File: src/rtl/sigmoid_ctrl_pkg.sv
// sigmoid_ctrl_pkg
// Shared types and helpers for the sigmoid round-robin arbiter.
//   DATA_W_DEF : default sample width (matches pwla_sigmoid)
//   RR_MAX     : largest supported requester count
//   RR_IDX_W   : index width wide enough for RR_MAX requesters
//   tag_t      : per-stage tag {valid, originating requester index}
//   rr_pick    : round-robin one-hot picker over a padded request vector
package sigmoid_ctrl_pkg;

   localparam int DATA_W_DEF = 16;
   localparam int RR_MAX     = 16;
   localparam int RR_IDX_W   = 4;

   // idx is sized for the largest arbiter; narrower arbiters zero-extend.
   typedef struct packed {
      logic                valid;
      logic [RR_IDX_W-1:0] idx;
   } tag_t;

   // Returns a one-hot vector selecting the first set bit of valid_vec at or
   // after ptr, wrapping modulo n. Bits at positions >= n are never selected,
   // so non-power-of-2 requester counts wrap correctly.
   function automatic logic [RR_MAX-1:0] rr_pick(
      input logic [RR_MAX-1:0]   valid_vec,
      input logic [RR_IDX_W-1:0] ptr,
      input logic [RR_IDX_W:0]   n
   );
      logic [RR_MAX-1:0] pick;
      logic              found;
      logic [RR_IDX_W:0] k;
      pick  = '0;
      found = 1'b0;
      for (int i = 0; i < RR_MAX; i++) begin
         // ptr < n and i < n, so a single conditional subtract is a full mod
         k = {1'b0, ptr} + (RR_IDX_W+1)'(i);
         if (k >= n) k = k - n;
         if (!found && ((RR_IDX_W+1)'(i) < n) && valid_vec[k[RR_IDX_W-1:0]]) begin
            pick[k[RR_IDX_W-1:0]] = 1'b1;
            found                 = 1'b1;
         end
      end
      return pick;
   endfunction

endpackage

File: src/rtl/rr_grant.sv
// rr_grant
// Combinational round-robin grant with a registered rotation pointer.
//   clk, reset      : clock, synchronous active-high reset (pointer -> 0)
//   i_enable        : 0 suppresses all grants
//   i_req_valid     : per-requester request
//   o_grant         : one-hot grant (combinational)
//   o_grant_idx     : binary index of the granted requester
//   o_grant_any     : a grant (and therefore a handshake) happens this cycle
module rr_grant
   import sigmoid_ctrl_pkg::*;
#(
   parameter int NUM_REQ = 4,
   parameter int IDX_W   = $clog2(NUM_REQ)
) (
   input  logic               clk,
   input  logic               reset,
   input  logic               i_enable,
   input  logic [NUM_REQ-1:0] i_req_valid,
   output logic [NUM_REQ-1:0] o_grant,
   output logic [IDX_W-1:0]   o_grant_idx,
   output logic               o_grant_any
);

   logic [IDX_W-1:0]    r_ptr;
   logic [RR_MAX-1:0]   w_vld_full;
   logic [RR_MAX-1:0]   w_pick_full;
   logic [RR_IDX_W-1:0] w_ptr_ext;

   // Grants are masked while in reset so req_ready stays low then.
   always_comb begin
      w_vld_full = '0;
      if (i_enable && !reset) w_vld_full[NUM_REQ-1:0] = i_req_valid;
   end

   assign w_ptr_ext   = RR_IDX_W'(r_ptr);
   assign w_pick_full = rr_pick(w_vld_full, w_ptr_ext, (RR_IDX_W+1)'(NUM_REQ));

   generate
      if (NUM_REQ < RR_MAX) begin : g_trim
         // Padding bits are zero so the picker never lands there; folding
         // them in keeps the upper result bits from dangling.
         logic w_spill;
         assign w_spill = |w_pick_full[RR_MAX-1:NUM_REQ];
         assign o_grant = w_spill ? '0 : w_pick_full[NUM_REQ-1:0];
      end else begin : g_full
         assign o_grant = w_pick_full;
      end
   endgenerate

   always_comb begin
      o_grant_idx = '0;
      for (int i = 0; i < NUM_REQ; i++) begin
         if (o_grant[i]) o_grant_idx = IDX_W'(i);
      end
   end

   assign o_grant_any = |o_grant;

   // Pointer moves to the requester just after the winner, wrapping at NUM_REQ.
   always_ff @(posedge clk) begin
      if (reset) begin
         r_ptr <= '0;
      end else if (o_grant_any) begin
         if (o_grant_idx == IDX_W'(NUM_REQ-1)) r_ptr <= '0;
         else                                  r_ptr <= o_grant_idx + IDX_W'(1);
      end
   end

endmodule

File: src/rtl/sigmoid_rr_arbiter.sv
// sigmoid_rr_arbiter
// Shares one fixed-latency pwla_sigmoid between NUM_REQ requesters. One sample
// is accepted per cycle by round-robin, registered onto sig_x, and tagged with
// its requester index. The tag travels a SIG_LATENCY+1 stage pipe so that the
// last stage lines up with sig_f_x for that sample, routing the result back.
//   clk, reset : clock, synchronous active-high reset
//   enable     : 0 = no new grants; in-flight samples still drain
//   req_valid  : per-requester request
//   req_x      : flattened samples, requester i at [i*DATA_W +: DATA_W]
//   req_ready  : one-hot grant (combinational)
//   sig_x      : registered drive to pwla_sigmoid.x
//   sig_f_x    : pwla_sigmoid.f_x
//   rsp_valid  : one-hot response strobe
//   rsp_f_x    : response data (0 when no response)
//   idle       : no sample in flight
module sigmoid_rr_arbiter
   import sigmoid_ctrl_pkg::*;
#(
   parameter int NUM_REQ     = 4,
   parameter int DATA_W      = DATA_W_DEF,
   parameter int SIG_LATENCY = 2
) (
   input  logic                      clk,
   input  logic                      reset,
   input  logic                      enable,
   input  logic [NUM_REQ-1:0]        req_valid,
   input  logic [NUM_REQ*DATA_W-1:0] req_x,
   output logic [NUM_REQ-1:0]        req_ready,
   output logic [DATA_W-1:0]         sig_x,
   input  logic [DATA_W-1:0]         sig_f_x,
   output logic [NUM_REQ-1:0]        rsp_valid,
   output logic [DATA_W-1:0]         rsp_f_x,
   output logic                      idle
);

   localparam int IDX_W = $clog2(NUM_REQ);

   logic [NUM_REQ-1:0]  w_grant;
   logic [IDX_W-1:0]    w_grant_idx;
   logic                w_hs;
   logic [DATA_W-1:0]   w_sel_x;
   logic [RR_IDX_W-1:0] w_idx_ext;
   logic                w_any_vld;
   tag_t                w_last;

   logic [DATA_W-1:0]   r_sig_x;
   tag_t                r_tag [SIG_LATENCY+1];

   rr_grant #(
      .NUM_REQ (NUM_REQ),
      .IDX_W   (IDX_W)
   ) u_grant (
      .clk         (clk),
      .reset       (reset),
      .i_enable    (enable),
      .i_req_valid (req_valid),
      .o_grant     (w_grant),
      .o_grant_idx (w_grant_idx),
      .o_grant_any (w_hs)
   );

   assign req_ready = w_grant;

   // One-hot AND-OR select of the granted sample.
   always_comb begin
      w_sel_x = '0;
      for (int i = 0; i < NUM_REQ; i++) begin
         if (w_grant[i]) w_sel_x = w_sel_x | req_x[i*DATA_W +: DATA_W];
      end
   end

   assign w_idx_ext = RR_IDX_W'(w_grant_idx);

   // sig_x only moves on a handshake, so the sigmoid input is quiet otherwise.
   always_ff @(posedge clk) begin
      if (reset)     r_sig_x <= '0;
      else if (w_hs) r_sig_x <= w_sel_x;
   end

   assign sig_x = r_sig_x;

   // Tag pipe shifts every cycle; clearing it on reset drops in-flight samples.
   always_ff @(posedge clk) begin
      if (reset) begin
         for (int s = 0; s <= SIG_LATENCY; s++) r_tag[s] <= '0;
      end else begin
         r_tag[0] <= w_hs ? '{valid: 1'b1, idx: w_idx_ext} : '0;
         for (int s = 1; s <= SIG_LATENCY; s++) r_tag[s] <= r_tag[s-1];
      end
   end

   assign w_last = r_tag[SIG_LATENCY];

   always_comb begin
      rsp_valid = '0;
      if (w_last.valid) begin
         for (int i = 0; i < NUM_REQ; i++) begin
            if (w_last.idx == RR_IDX_W'(i)) rsp_valid[i] = 1'b1;
         end
      end
   end

   assign rsp_f_x = w_last.valid ? sig_f_x : '0;

   always_comb begin
      w_any_vld = 1'b0;
      for (int s = 0; s <= SIG_LATENCY; s++) w_any_vld = w_any_vld | r_tag[s].valid;
   end

   assign idle = !w_any_vld;

endmodule

File: config.mk
export PLATFORM = sky130hd
export DESIGN_NAME = sigmoid_rr_arbiter
export DESIGN_NICKNAME = d
export VERILOG_FILES = /design/src/rtl/sigmoid_ctrl_pkg.sv /design/src/rtl/rr_grant.sv /design/src/rtl/sigmoid_rr_arbiter.sv
export SDC_FILE = /design/constraint.sdc
export NUM_CORES = 1
export LEC_CHECK = 0
export CORE_MARGIN = 5
export CORE_UTILIZATION = 35
export DETAILED_ROUTE_END_ITERATION = 7
export PLACE_DENSITY = 0.82
export SETUP_SLACK_MARGIN = 0.3
export SYNTH_ARGS = -nofsm -noshare
export SYNTH_HDL_FRONTEND = slang
export SYNTH_SLANG_ARGS = --single-unit
File: constraint.sdc
create_clock -name clk -period 4.63 [get_ports clk]
set_clock_uncertainty 0.05 [all_clocks]
set_input_delay 0.6945 -clock clk [delete_from_list [all_inputs] [get_ports clk]]
set_output_delay 0.6945 -clock clk [all_outputs]
set_load 0.1 [all_outputs]
* Yosys cells after proc, flatten, opt, wreduce, memory -nomap -nowiden
Memories as Yosys holds them, arrays and structs flattened. Index checks and enable logic that the tools add are counted.
Operators by class: $add $sub $neg 8, $lt $le $gt $ge 12, eq/ne operators 4, muxes and demuxes 50, bitwise logic cells 11, reductions and logical operators 16
Operators with widths (count):
- $mux W16 | 9
- $or A16 B16 Y16 | 6
- $mux W4 | 7
- $lt A4 B5 Y1 const B | 4
- $mux W5 | 4
- $mux W1 | 19
- $bmux W1 S4 | 4
- $demux W1 S4 | 4
- $ge A4 B1 Y1 const B | 4
- $ge A5 B3 Y1 const B | 3
- $reduce_or A12 Y1 | 1
- $eq A4 B2 Y1 const B | 2
- $logic_and A1 B1 Y1 | 8
- $sub A4 B3 Y4 const B | 2
- $add A2 B2 Y3 const B | 2
- $mux W2 | 3
- $logic_not A1 Y1 | 5
- $or A1 B1 Y1 | 5
- $eq A4 B1 Y1 const B | 1
- $logic_not A4 Y1 | 1
- $reduce_or A4 Y1 | 1
- $sub A2 B3 Y4 const B | 1
- $sub A3 B3 Y4 const B | 1
- $add A2 B1 Y3 const B | 1
- other kinds (3) | 3
Word-level totals: flip-flop bits (word level) 18, RAM bits 15, bits of input ports 87, output and inout bits 41, logic and storage cells 104, memories kept 1
Memories:
- r_tag | words 3, width 5, rd ports 3, clocked after Yosys merged registers in 0, write ports 3, RTL line sigmoid_rr_arbiter.sv:47 | tag_t r_tag [SIG_LATENCY+1];

* Depth between registers and ports, before layout
depth in word-level cells 24, gate-level depth with buffers 12

* Modules after synthesis
Synthesis repeated with hierarchy kept, for this count alone.
Unflattened totals: cells, all modules 217, area total of the unflattened synthesis 1936.9 um^2
By module, submodules not included:
- sigmoid_rr_arbiter | instances 1, cells each 136, area an instance 1246.2 um^2, seq. area each 500.5 um^2
- rr_grant | instances 1, cells each 81, area an instance 690.7 um^2, seq. area each 40.0 um^2

* Worst setup path after synthesis
OpenSTA, ideal clock, no wires.
path type reg-to-output, start point register u_grant.r_ptr[0], end point output port req_ready[1], arrival time 3.177 ns, slack 0.709 ns, stages on the path, launching flop included 10, buffers on the path 2, cells stage by stage dfxtp_1 > buf_2 > inv_1 > ha_1 > mux4_2 > and3_4 > a2111oi_4 > a221oi_1 > nor2_2 > buf_2
Between the ends: cells in the longest elaborated chain, start to end 16, elaborated cells on any way between the ends 61, classes of those cells add/sub (7); order compare (12); mux (28); bitwise (3); reduce/logical (11)
RTL lines:
- start: declaration | RTL line rr_grant.sv:24 | logic [IDX_W-1:0] r_ptr;
- start signal: assignment | RTL line rr_grant.sv:65 | else r_ptr <= o_grant_idx + IDX_W'(1);
- parallel branches: the longest is 13 deep, another holds $ge A5 B3 Y1
- $mux W16 (*) | RTL line sigmoid_ctrl_pkg.sv:37 | if (!found && ((RR_IDX_W+1)'(i) < n) && valid_vec[k[RR_IDX_W-1:0]]) begin
- $reduce_or A12 Y1 | RTL line rr_grant.sv:43 | assign w_spill = |w_pick_full[RR_MAX-1:NUM_REQ];
- $mux W4 (*) | RTL line rr_grant.sv:44 | assign o_grant = w_spill ? '0 : w_pick_full[NUM_REQ-1:0];
- end: declaration | RTL line sigmoid_rr_arbiter.sv:28 | output logic [NUM_REQ-1:0] req_ready,
Mark *: on every way between the ends. The select of a mux whose other input is x is not followed.

* Worst setup path in the final report
start point register u_grant.r_ptr[1], end point output port req_ready[3]
Same word-level chain as after synthesis.

==> results by group <==
Yosys
  • Mapped Cells: 180
  • Adder-Cell Fraction of Synth Area: 5.71%
  • FFs w/ async S/R, synth: 0%
  • Number of synthesized flops with an enable pin: 0
  • Simple-gate share of the synthesized area: 18.6%
  • Synth Flop Type: dfxtp_1
  • Largest family of logic cells by synthesized area: compound AO/OA/AOI/OAI gates
  • Post-synthesis register bit count: 27
  • Share of Yosys cell area claimed by the top area cell type: 30.9%
  • Avg Inst Size Synth: 9.73 µm²
  • Sequential area share after synthesis: 30.9%
  • Most numerous cell in the Yosys netlist: a22o_1
  • Synth cell types: 37
  • Top cells by area, synth: dfxtp_1 (31%), a22o_1 (17%), a211o_1 (8.0%)
  • Syn_nets: 275
  • Area leader, netlist: dfxtp_1
  • Post-synthesis xor/xnor area fraction: 0%
  • Post-synthesis mux area share: 7.29%
  • Mapped Area: 1750 µm²
  • Commonest cells post-synth: a22o_1 (34), dfxtp_1 (27), a211o_1 (16), and2_1 (16), ha_1 (8)
  • Post-synthesis compound-gate area fraction: 33.1%
  • Syn. warnings: 0

Power and ir drop
  • Power Dens Cells: 564 nW/µm²
  • Worst VDD drop: 0.400 mV
  • Leakage power figure: 0.00135 µW

Min path
  • Worst Hold Class: flop to flop
  • Hold_sp: r_tag[0][5]

CTS
  • CTS Buffer Depth: 2
  • H-tree depth: 1
  • TritonCTS Buffers: 3
  • Clock transition at path regs: 90 ps
  • Num Clock Sinks: 27
  • Clock Latency Late Sink: 270 ps
  • TritonCTS clock tree: yes
  • Root Buffer: clkbuf_8
  • Hold buffers post-CTS: 0

Timing
  • Tmin final: 4060 ps
  • Setup tns final: 0 ps
  • RSZ-0062 raised after global routing: no
  • WHS: 392 ps
  • F_max: 246 MHz
  • Hold Violations, Final: 0
  • Final setup vio count: 0
  • Headroom to the max-slew limit: 32.9%
  • Actual slew at the worst max-slew pin: 1000 ps
  • Final Cycle Share: 87.6%
  • Final Max Tran Viols: 0

Placement
  • Port bufs: 127
  • Gpl congestion: 0.790
  • Dpl hpwl: 4650 µm

Global route
  • Initial antenna violation count: 0
  • Vias in the first global route: 1919
  • Grt ovf: 0
  • First-pass GRT wire length: 8580 µm
  • Total global-route track usage: 16.8%
  • Largest net degree at the start of global routing: 22

Final layout
  • P&R area growth vs syn: 83.6%
  • Layout fillers: 402
  • Fraction of layout cells with a size suffix above 1: 10.3%
  • # diodes: 0
  • # nets final: 406

Critical path
  • Family with the most delay on the worst path: compound AO/OA/AOI/OAI gates
  • Critical path type: flop to output pin
  • CP Cell Sequence: inv_1, ha_1, mux4_2, and3_4, a2111oi_4, a22o_1, nor2_4, buf_12
  • CP arrival: 3310 ps
  • Critical path startpoint: u_grant.r_ptr[1]
  • Max FO, Critical Path: 9
  • CP Data Required Time: 3890 ps
  • CP startpoint kind: flop
  • Worst Path Buf+Inv: 2
  • CP max stage delay: 580 ps
  • R2R Path Start: u_grant.r_ptr[1]
  • Setup crit end kind: output pin
  • Slowest-stage cell, CP: mux4_2

Route
  • Drt wl/cell: 15.3 µm
  • First-pass DRT Iterations: 4
  • # DRC: 0
  • DR iter-0 viols: 97
  • Via density per instance: 5.15
  • Drt total wl: 5770 µm
  • DRT antenna net count: 0
  • Vias: 1942

Floorplan
  • Core area: 4790 µm²
  • Initial Utilization: 36.6%
  • Rows: 25
  • Die width: 80.7 µm
  • Die height: 80.7 µm
  • DIE AREA: 6520 µm²
  • I/O pin count: 128

Run
  • Max-cap violations: 0

Run status
  • Status: completed
flip-flops by register name, summed over array words and instances (netlist names):
signal and count:
r_tag 9, sig_x 16, u_grant.r_ptr 2
path summary, 6_finish.rpt:
path              slack [ps]      endpoint  cells after the start
setup / recovery         570  req_ready[3]                      8
hold / removal           390  r_tag[0][10]                      1
setup reg to reg         870      sig_x[7]                      9
hold reg to reg          390  r_tag[0][10]                      1
worst register-to-register path, stage by stage (launching register included):
cell	delay [ps]
dfxtp_1	490
inv_1	180
ha_1	400
mux4_2	580
and3_4	200
a2111oi_4	420
a22o_1	460
a41oi_2	100
nor2_2	590
a211o_1	240
layout make-up:
cell class	count	area (µm²)	share of cell area, %
clock buffers	3	41.3	1.28
repair buffers	136	1380	42.9
well taps	67	83.8	2.61
multi-input cells	137	1140	35.6
clock inverters	1	5.00	0.156
inverters	6	22.5	0.700
flip-flops and latches	27	541	16.8
layout by cell type, fill, tap and decap left out, types with 2 or more instances in the layout:
master	n
a211o_1	16
a21oi_1	2
a221oi_1	4
a22o_1	34
and2_1	16
and3_1	3
buf_12	4
buf_4	9
clkbuf_8	3
clkdlybuf4s50_1	123
dfxtp_1	27
ha_1	8
inv_1	6
mux2_2	4
mux2i_1	6
nand2_1	3
nand2b_1	3
nand4_1	4
nor2_1	5
nor2_2	3
nor2_4	2
nor2b_1	7
nor3_1	2
nor3b_1	2
routing by layer:
layer / GRT usage (%) / wire length (µm) / vias to the layer above
met4: 8.11 / 159 / 0
met5: 0 / 0 / -
met1: 16.5 / 2010 / 856
li1: - / - / 952
met2: 28.4 / 2620 / 117
met3: 9.87 / 981 / 17
power breakdown:
group	switching (µW)	leakage [µW]	total (µW)	internal, µW
clock network	71.5	0.0000255	132	60.3
logic	873	0.00110	1320	446
registers	46.0	0.000224	363	317
total	990	0.00135	1810	823
timing repair:
item / in CTS / in global routing
buffers inserted: 0 / 5
resized for setup: 2 / 0
endpoints found under the setup margin: 2 / 2
pin swaps: 0 / 2
logic make-up (layout without fill, tap and decap cells):
logic type      Yosys count  count (layout)
buf+inv                  16             146
flops                    27              27
simple gates             54              54
fa+ha+maj                 8               8
compound gates           64              64
mux                      11              11
stage by stage:
step                area (µm²)  power (µW)  cells  worst slack (ps)  util, %
CTS                       3180        1800    372               382     66.4
global placement          3120        1650    368               432     65.2
global route              3220        1910    377               373     67.2
floorplan                 1750        1320    180               709        -
detailed placement        3120        1660    368               373     65.2
finish                    3220        1810    377               572     67.2
No activity file was read; power rests on OpenSTA's default activity.
